===== config.mk =====
export PLATFORM = sky130hd
export DESIGN_NAME = player_turn_ctrl_flat
export DESIGN_NICKNAME = d
export VERILOG_FILES = /design/src/rtl/player_turn_ctrl_if.sv /design/src/rtl/player_turn_ctrl.sv /design/src/flat_wrapper.sv
export SDC_FILE = /design/constraint.sdc
export NUM_CORES = 1
export LEC_CHECK = 0
export CAP_MARGIN = 20
export CORE_MARGIN = 2
export CORE_UTILIZATION = 40
export CTS_CLUSTER_SIZE = 24
export DETAILED_ROUTE_END_ITERATION = 12
export HOLD_SLACK_MARGIN = 0.03
export PLACE_DENSITY_LB_ADDON = 0.15
export SYNTH_ARGS = -nofsm -noshare
export SYNTH_HDL_FRONTEND = slang
export SYNTH_SLANG_ARGS = --single-unit

===== constraint.sdc =====
create_clock -name clk_i -period 4.2 [get_ports clk_i]
set_clock_uncertainty 0.05 [all_clocks]
set_input_delay 1.05 -clock clk_i [delete_from_list [all_inputs] [get_ports clk_i]]
set_output_delay 1.05 -clock clk_i [all_outputs]
set_load 0.03 [all_outputs]

===== src/rtl/player_turn_ctrl_if.sv =====
// Bundles the player-turn controller's sequence, button and turn-timer signals.
// Signal suffixes are named from the controller's point of view.
interface player_turn_ctrl_if #(
  parameter int SYM_W  = 2,
  parameter int LEN_W  = 4,
  parameter int TIME_W = 4
);
  logic              start_i;
  logic [LEN_W-1:0]  seq_len_i;
  logic [SYM_W-1:0]  exp_sym_i;
  logic              btn_valid_i;
  logic [SYM_W-1:0]  btn_sym_i;
  logic              tick_i;
  logic [TIME_W-1:0] tempo_i;
  logic              end_time_i;
  logic              cnt_r_o;
  logic              cnt_e_o;
  logic [LEN_W-1:0]  idx_o;
  logic [TIME_W-1:0] time_left_o;
  logic              busy_o;
  logic              win_o;
  logic              lose_o;
  logic              cause_o;

  modport slave (
    input  start_i, seq_len_i, exp_sym_i, btn_valid_i, btn_sym_i,
           tick_i, tempo_i, end_time_i,
    output cnt_r_o, cnt_e_o, idx_o, time_left_o, busy_o, win_o, lose_o, cause_o
  );

  modport master (
    output start_i, seq_len_i, exp_sym_i, btn_valid_i, btn_sym_i,
           tick_i, tempo_i, end_time_i,
    input  cnt_r_o, cnt_e_o, idx_o, time_left_o, busy_o, win_o, lose_o, cause_o
  );
endinterface


===== src/rtl/player_turn_ctrl.sv =====
// Genius player-turn controller: checks presses against the sequence, one-cycle win/lose pulse
// the cycle after the judging edge; no backpressure, presses outside WAIT are dropped.
module player_turn_ctrl #(
  parameter int SYM_W  = 2,
  parameter int LEN_W  = 4,
  parameter int TIME_W = 4
) (
  input  logic              clk_i,
  input  logic              r_n_i,
  player_turn_ctrl_if.slave bus
);

  typedef enum logic [1:0] {IDLE, ARM, WAIT, DONE} state_t;

  state_t           state_q;
  logic [LEN_W-1:0] idx_q;
  logic [LEN_W-1:0] len_q;
  logic             win_q;
  logic             lose_q;
  logic             cause_q;
  logic             end_q;

  logic timeout_ev;
  logic sym_ok;
  logic last_sym;

  // Only a fresh rising edge of the wrap flag counts, never a level left over from before.
  assign timeout_ev = bus.end_time_i & ~end_q;
  assign sym_ok     = (bus.btn_sym_i == bus.exp_sym_i);
  assign last_sym   = (idx_q == (len_q - LEN_W'(1)));

  always_ff @(posedge clk_i) begin
    if (!r_n_i) begin
      state_q <= IDLE;
      idx_q   <= '0;
      len_q   <= '0;
      win_q   <= 1'b0;
      lose_q  <= 1'b0;
      cause_q <= 1'b0;
      end_q   <= 1'b1;
    end else begin
      end_q  <= bus.end_time_i;
      win_q  <= 1'b0;
      lose_q <= 1'b0;
      case (state_q)
        IDLE: begin
          if (bus.start_i) begin
            len_q   <= (bus.seq_len_i == '0) ? LEN_W'(1) : bus.seq_len_i;
            idx_q   <= '0;
            state_q <= ARM;
          end
        end
        ARM: state_q <= WAIT;
        WAIT: begin
          // A press in the same cycle as the timeout edge takes priority.
          if (bus.btn_valid_i) begin
            if (sym_ok && last_sym) begin
              win_q   <= 1'b1;
              state_q <= DONE;
            end else if (sym_ok) begin
              idx_q   <= idx_q + LEN_W'(1);
              state_q <= ARM;
            end else begin
              lose_q  <= 1'b1;
              cause_q <= 1'b0;
              state_q <= DONE;
            end
          end else if (timeout_ev) begin
            lose_q  <= 1'b1;
            cause_q <= 1'b1;
            state_q <= DONE;
          end
        end
        DONE:    state_q <= IDLE;
        default: state_q <= IDLE;
      endcase
    end
  end

  assign bus.cnt_r_o     = (state_q != WAIT);
  assign bus.cnt_e_o     = (state_q == WAIT) & bus.tick_i;
  assign bus.idx_o       = idx_q;
  assign bus.busy_o      = (state_q != IDLE);
  assign bus.win_o       = win_q;
  assign bus.lose_o      = lose_q;
  assign bus.cause_o     = cause_q;
  assign bus.time_left_o = ((state_q != WAIT) || (bus.tempo_i > TIME_W'(9))) ? '0
                         : (TIME_W'(9) - bus.tempo_i);

endmodule


===== src/flat_wrapper.sv =====
// flat-port wrapper written by rule: the top's interface ports become plain ports
module player_turn_ctrl_flat 
#(
  parameter int SYM_W  = 2,
  parameter int LEN_W  = 4,
  parameter int TIME_W = 4
)
  (clk_i, r_n_i, bus_start_i, bus_seq_len_i, bus_exp_sym_i, bus_btn_valid_i, bus_btn_sym_i, bus_tick_i, bus_tempo_i, bus_end_time_i, bus_cnt_r_o, bus_cnt_e_o, bus_idx_o, bus_time_left_o, bus_busy_o, bus_win_o, bus_lose_o, bus_cause_o);
  player_turn_ctrl_if #(.SYM_W(SYM_W), .LEN_W(LEN_W), .TIME_W(TIME_W)) bus_i ();
  input  logic clk_i;
  input  logic r_n_i;
  input wire logic [$bits(bus_i.start_i)-1:0] bus_start_i;
  input wire logic [$bits(bus_i.seq_len_i)-1:0] bus_seq_len_i;
  input wire logic [$bits(bus_i.exp_sym_i)-1:0] bus_exp_sym_i;
  input wire logic [$bits(bus_i.btn_valid_i)-1:0] bus_btn_valid_i;
  input wire logic [$bits(bus_i.btn_sym_i)-1:0] bus_btn_sym_i;
  input wire logic [$bits(bus_i.tick_i)-1:0] bus_tick_i;
  input wire logic [$bits(bus_i.tempo_i)-1:0] bus_tempo_i;
  input wire logic [$bits(bus_i.end_time_i)-1:0] bus_end_time_i;
  output wire logic [$bits(bus_i.cnt_r_o)-1:0] bus_cnt_r_o;
  output wire logic [$bits(bus_i.cnt_e_o)-1:0] bus_cnt_e_o;
  output wire logic [$bits(bus_i.idx_o)-1:0] bus_idx_o;
  output wire logic [$bits(bus_i.time_left_o)-1:0] bus_time_left_o;
  output wire logic [$bits(bus_i.busy_o)-1:0] bus_busy_o;
  output wire logic [$bits(bus_i.win_o)-1:0] bus_win_o;
  output wire logic [$bits(bus_i.lose_o)-1:0] bus_lose_o;
  output wire logic [$bits(bus_i.cause_o)-1:0] bus_cause_o;
  assign bus_i.start_i = bus_start_i;
  assign bus_i.seq_len_i = bus_seq_len_i;
  assign bus_i.exp_sym_i = bus_exp_sym_i;
  assign bus_i.btn_valid_i = bus_btn_valid_i;
  assign bus_i.btn_sym_i = bus_btn_sym_i;
  assign bus_i.tick_i = bus_tick_i;
  assign bus_i.tempo_i = bus_tempo_i;
  assign bus_i.end_time_i = bus_end_time_i;
  assign bus_cnt_r_o = bus_i.cnt_r_o;
  assign bus_cnt_e_o = bus_i.cnt_e_o;
  assign bus_idx_o = bus_i.idx_o;
  assign bus_time_left_o = bus_i.time_left_o;
  assign bus_busy_o = bus_i.busy_o;
  assign bus_win_o = bus_i.win_o;
  assign bus_lose_o = bus_i.lose_o;
  assign bus_cause_o = bus_i.cause_o;
  player_turn_ctrl #(.SYM_W(SYM_W), .LEN_W(LEN_W), .TIME_W(TIME_W)) u_core (.clk_i(clk_i), .r_n_i(r_n_i), .bus(bus_i));
endmodule

==> results.yml, run 1 <==
sta:
  rsz0062_at_grt: "no"
  min_period_over_period: 0.942
  hold_violations: 0
  fmax_mhz: 253
  slew_violations: 0
  setup_viol: 0
  tightest_slew_ns: 0.624
  hold_ws_ns: 0.419
  finalCriticalPeriod_ns: 3.96
  tns_ns: 0
  max_slew_margin: 0.583
yosys:
  syn_inst: 96
  synth_top_area_share: 0.353
  ys_top_cells_by_count: "14 x dfxtp_1, 9 x inv_1, 9 x nand2_1"
  synth-warning-count: 0
  synth-edff-count: 0
  ys_seq_elements: 14
  synth_area_um2: 795
  async_reset_ff_frac: 0
  synth_cell_types: 30
  synth_nets: 117
  synth_most_common_cell: "dfxtp_1"
  synth_top_area_cell: "dfxtp_1"
  avgSynthCellArea_um2: 8.28
  synth_flop_cell: "dfxtp_1"
  synth.top_cells.by_area: "dfxtp_1 35%, xnor2_1 5.5%, mux2i_1 5.0%"
  ys_seq_area_frac: 0.353
worst_setup_path:
  cp-end-kind: "primary output"
  crit_arrival_ns: 2.86
  path_class: "in -> out"
  start_kind: "primary input"
  r2r_slack_ns: 2.42
  cp_max_fo: 3
  worstPathRequired_ns: 3.10
place:
  hpwl_mm: 1.39
  numPortBuffers: 31
  gp_congestion: 0.722
clocking:
  path_clk_slew_ns: 0.08
  post-cts-setup-buffer-count: 0
  cts-root-buf: "clkbuf_4"
  htreeDepth: 1
  cts_tree: "done"
  hold_buffers: 0
  clock_latency_ns: 0.29
  cts-buffers-inserted: 3
  post_cts_resized: 0
  clock_path_buffers: 2
  clock-sinks: 14
power_and_ir_drop:
  sw_frac_of_total: 0.305
  p_seq_frac: 0.466
  p_leak_nw: 0.428
  p_clk_frac: 0.246
  combPwrFrac: 0.288
  finalPower_w: 0.000309
  power_density_nw_per_um2: 268
  intPower_w: 0.000215
  ir_worst_vdd_v: 0.000160
  switchingPower_w: 0.0000942
global_route:
  gr-total-overflow: 0
  grt_pass1_vias: 743
  grt_max_degree: 12
  antenna_found_initial: 0
  grt_pass1_wl_mm: 3.12
  grtUsageTotal: 0.169
cells_and_area:
  syn_to_final_growth_pct: 45.0
  nNetsFinal: 151
  fillers: 186
  fin_util: 0.600
  diodes: 0
  drive_above_1_share: 0.0469
floorplanning:
  fp.dieW_um: 48.6
  num_rows: 16
  initial_core_util: 0.413
  io_pins: 32
  coreArea_um2: 1920
  die-area_um2: 2360
  die_y_um: 48.6
detailed_routing:
  viasPerCell: 5.05
  routed_wirelength_mm: 1.78
  num_vias: 783
  dr.first_iter.drc_count: 6
  drc: 0
  route.detailed.wl_per_inst_um: 11.5
  drt_first_pass_iters: 4
  route.antenna.remaining_nets: 0
job:
  drv_cap: 0
min_path:
  hold_path.class: "reg -> reg"
outcome:
  status: "finished clean"
[cells in the final DEF, fill, tap and decap left out, types with 3 or more instances in the layout]
| master | Yosys | final |
|---|---|---|
| clkdlybuf4s50_1 | 0 | 31 |
| dfxtp_1 | 14 | 14 |
| inv_1 | 9 | 9 |
| nand2_1 | 9 | 9 |
| nor2_1 | 8 | 8 |
| a21oi_1 | 6 | 6 |
| nor3_1 | 5 | 5 |
| nand3_1 | 5 | 5 |
| xnor2_1 | 5 | 5 |
| mux2i_1 | 4 | 4 |
| a211oi_1 | 3 | 3 |
| ha_1 | 3 | 3 |
| clkbuf_4 | 0 | 3 |
[registers in the layout, summed over array words and instances, names as in the netlist]
name,cells
u_core.bus.idx_o,4
u_core.len_q,4
u_core.state_q,2
u_core.bus.cause_o,1
u_core.bus.lose_o,1
u_core.bus.win_o,1
u_core.end_q,1
[worst paths after layout]
kind                                        from                               end  depth (start not counted)
setup / recovery                  bus_tempo_i[1]                bus_time_left_o[3]                          7
hold / removal      u_core.len_q[3]$_SDFFE_PN0P_      u_core.len_q[3]$_SDFFE_PN0P_                          2
setup reg to reg  u_core.state_q[1]$_SDFFE_PN0P_  u_core.bus.idx_o[2]$_SDFFE_PN0P_                          4
hold reg to reg     u_core.len_q[3]$_SDFFE_PN0P_      u_core.len_q[3]$_SDFFE_PN0P_                          2
[area by class of cell]
type                       instances  area, µm²  area share
clock buffer                       3       22.5      0.0195
inverter                           9       33.8      0.0293
multi-input combinational         71        472       0.409
sequential                        14        280       0.243
tap                               27       33.8      0.0293
timing repair buffer              31        310       0.269
[kinds of logic after synthesis]
| logic type | share of synthesized area |
|---|---|
| DFF | 0.353 |
| AOI/OAI and AO/OA | 0.120 |
| xor gates and xnor gates | 0.0976 |
| adders and majority gates | 0.0472 |
| and+or+nand+nor | 0.279 |
| buffers and inverters | 0.0535 |
| muxes | 0.0504 |
[metrics by stage]
step,instance area (µm²),cells,setup slack [ns]
3_3_place_gp,1130,152,0.337
2_1_floorplan,795,96,1.20
6_report,1150,155,0.244
3_5_place_dp,1130,152,0.246
5_1_grt,1150,155,0.0294
4_1_cts,1150,155,0.246
[power by group through the flow]
stage          combinational [W]  sequential [W]  clock [W]
2_1_floorplan          0.0000537        0.000147          0
3_3_place_gp           0.0000879        0.000147          0
3_5_place_dp           0.0000892        0.000147          0
4_1_cts                0.0000899        0.000144  0.0000776
5_1_grt                0.0000985        0.000145  0.0000825
6_report               0.0000889        0.000144  0.0000760
[critical path: stages]
cell and delay (ns):
clkdlybuf4s50_1 0.50, inv_1 0.07, ha_1 0.21, nor4_1 0.18, a21oi_1 0.06, nor2_1 0.10
clkdlybuf4s50_1 0.68
[per-layer routing]
layer	vias to the layer above	share of wire	GRT usage
met5	-	0	0
met4	0	0.025	0.105
met3	5	0.058	0.0247
met2	29	0.47	0.294
met1	352	0.44	0.194
li1	397	-	-
No activity file was read; power rests on OpenSTA's default activity.
==> inputs of run 2 (changes only) <==
- CAP_MARGIN: 20 -> unset
==> results of run 2 <==
The final DEF is identical to that of run 1; final timing and power are the same.
==> inputs of run 3 (changes only) <==
- RECOVER_POWER: unset -> 50
- REMOVE_ABC_BUFFERS: unset -> 1
==> run 3 against run 2 <==
Count of clock-buffer cells in the layout rose by 1. Core utilization rose by 0.52 points. Global-route usage fell by 0.14 points. Fmax fell by 0.29%. Setup slack got worse by 0.011 ns. Sequential cell count did not move.
==> results.yml, run 3 (same netlist as run 1, synthesis figures left out) <==
outcome:
  status: "finished clean"
worst_setup_path:
  path_cells: "clkdlybuf4s50_1 > inv_1 > ha_1 > nor4_1 > a21oi_1 > nor2_1 > clkdlybuf4s50_1"
  start_kind: "primary input"
  crit_top_cell: "clkdlybuf4s50_1"
  cp_slowest_cell: "clkdlybuf4s50_1"
  crit_arrival_ns: 2.87
  worstPathRequired_ns: 3.10
  r2r_cells: 6
  cp_slowest_stage_delay_ns: 0.69
  cp_max_fo: 3
  path_class: "in -> out"
  cp-end-kind: "primary output"
sta:
  min_period_over_period: 0.945
  tightest_slew_ns: 0.606
  setup_viol: 0
  slew_violations: 0
  max_slew_margin: 0.595
  rsz0062_at_grt: "no"
  finalCriticalPeriod_ns: 3.97
  tns_ns: 0
  fmax_mhz: 252
  hold_ws_ns: 0.440
  hold_violations: 0
power_and_ir_drop:
  finalPower_w: 0.000327
  combPwrFrac: 0.267
  power_density_nw_per_um2: 282
  p_leak_nw: 0.443
  sw_frac_of_total: 0.287
  intPower_w: 0.000233
  ir_worst_vdd_v: 0.000178
  p_seq_frac: 0.441
  p_clk_frac: 0.292
  switchingPower_w: 0.0000939
place:
  placedInstanceArea_um2: 1130
  hpwl_mm: 1.41
  gp_congestion: 0.714
  numPortBuffers: 31
clocking:
  path_clk_slew_ns: 0.08
  clock_latency_ns: 0.28
  cts-root-buf: "clkbuf_4"
  htreeDepth: 1
  cts_tree: "done"
  clock-sinks: 14
  cts-buffers-inserted: 3
  clock_path_buffers: 2
  post-cts-setup-buffer-count: 0
  hold_buffers: 0
  post_cts_resized: 0
global_route:
  grtUsageTotal: 0.167
  grt_max_degree: 12
  antenna_found_initial: 0
  grt_pass1_wl_mm: 3.19
  gr-total-overflow: 0
  grt_pass1_vias: 726
floorplanning:
  die-area_um2: 2360
  num_rows: 16
  die_y_um: 48.6
  fp.dieW_um: 48.6
  io_pins: 32
  initial_core_util: 0.413
  coreArea_um2: 1920
detailed_routing:
  viasPerCell: 4.93
  route.antenna.remaining_nets: 0
  routed_wirelength_mm: 1.77
  drc: 0
  drt_first_pass_iters: 4
  dr.first_iter.drc_count: 11
  num_vias: 769
  route.detailed.wl_per_inst_um: 11.4
cells_and_area:
  nNetsFinal: 151
  final_common_cell: "clkdlybuf4s50_1"
  final_cell_mix: "26 x clkdlybuf4s50_1, 14 x dfxtp_1, 9 x inv_1, 9 x nand2_1, 8 x nor2_1"
  design_area_um2: 1160
  diodes: 0
  syn_to_final_growth_pct: 46.3
  fillers: 191
  drive_above_1_share: 0.0465
  seq_area_um2: 280
  multi_input_area_um2: 468
min_path:
  hold_depth: 2
  hold_path.class: "reg -> reg"
job:
  drv_cap: 0
-- run 3: cell types whose count changed in the layout (fill, tap and decap cells not counted) --
cell             before  now
clkdlybuf4s50_1      31   26
clkbuf_8              0    1
a21oi_1               6    7
a21oi_2               1    0
dlygate4sd3_1         0    5
-- run 3: path summary, 6_finish.rpt --
kind	startpoint	endpoint	slack, ns
worst min-delay path	u_core.len_q[3]$_SDFFE_PN0P_	u_core.len_q[3]$_SDFFE_PN0P_	0.44
worst min register to register	u_core.len_q[3]$_SDFFE_PN0P_	u_core.len_q[3]$_SDFFE_PN0P_	0.44
worst max-delay path	bus_tempo_i[1]	bus_time_left_o[3]	0.23
worst max register to register	u_core.len_q[0]$_SDFFE_PN0P_	u_core.bus.idx_o[3]$_SDFFE_PN0P_	2.45
-- run 3: power by group through the flow --
stage / logic (W) / clock network, W / registers [W]
after floorplan: 0.0000519 / 0 / 0.000147
after global placement: 0.0000873 / 0 / 0.000147
after detailed placement: 0.0000893 / 0 / 0.000147
after CTS: 0.0000898 / 0.0000975 / 0.000144
after global routing: 0.0000970 / 0.000103 / 0.000146
final: 0.0000875 / 0.0000955 / 0.000144
-- run 3: critical path: cells and delay by family --
kind / cells / cell delay [ns]
AO/OA/AOI/OAI: 1 / 0.07
adder cells (fa/ha/maj): 1 / 0.21
buffers and inverters: 3 / 1.25
AND/OR/NAND/NOR: 2 / 0.29
-- run 3: layer usage --
layer,global-route usage,wire (µm),part of all wire
met5,0,0,0
met4,0.0571,28,0.016
met3,0.0340,112,0.063
met2,0.289,801,0.45
met1,0.207,831,0.47
-- run 3: layout make-up --
| cell class | instances | area share |
|---|---|---|
| clock buffers | 4 | 0.0312 |
| inverters | 9 | 0.0291 |
| multi-input cells | 71 | 0.403 |
| flip-flops and latches | 14 | 0.241 |
| well taps | 27 | 0.0291 |
| repair buffers | 31 | 0.267 |
-- run 3: through the flow --
| step | std cells | utilization | worst slack (ns) |
|---|---|---|---|
| finish | 156 | 0.605 | 0.233 |
| global route | 156 | 0.605 | 0.0869 |
| CTS | 156 | 0.607 | 0.221 |
| detailed placement | 152 | 0.588 | 0.223 |
| global placement | 152 | 0.588 | 0.336 |
| floorplan | 94 | - | 1.20 |
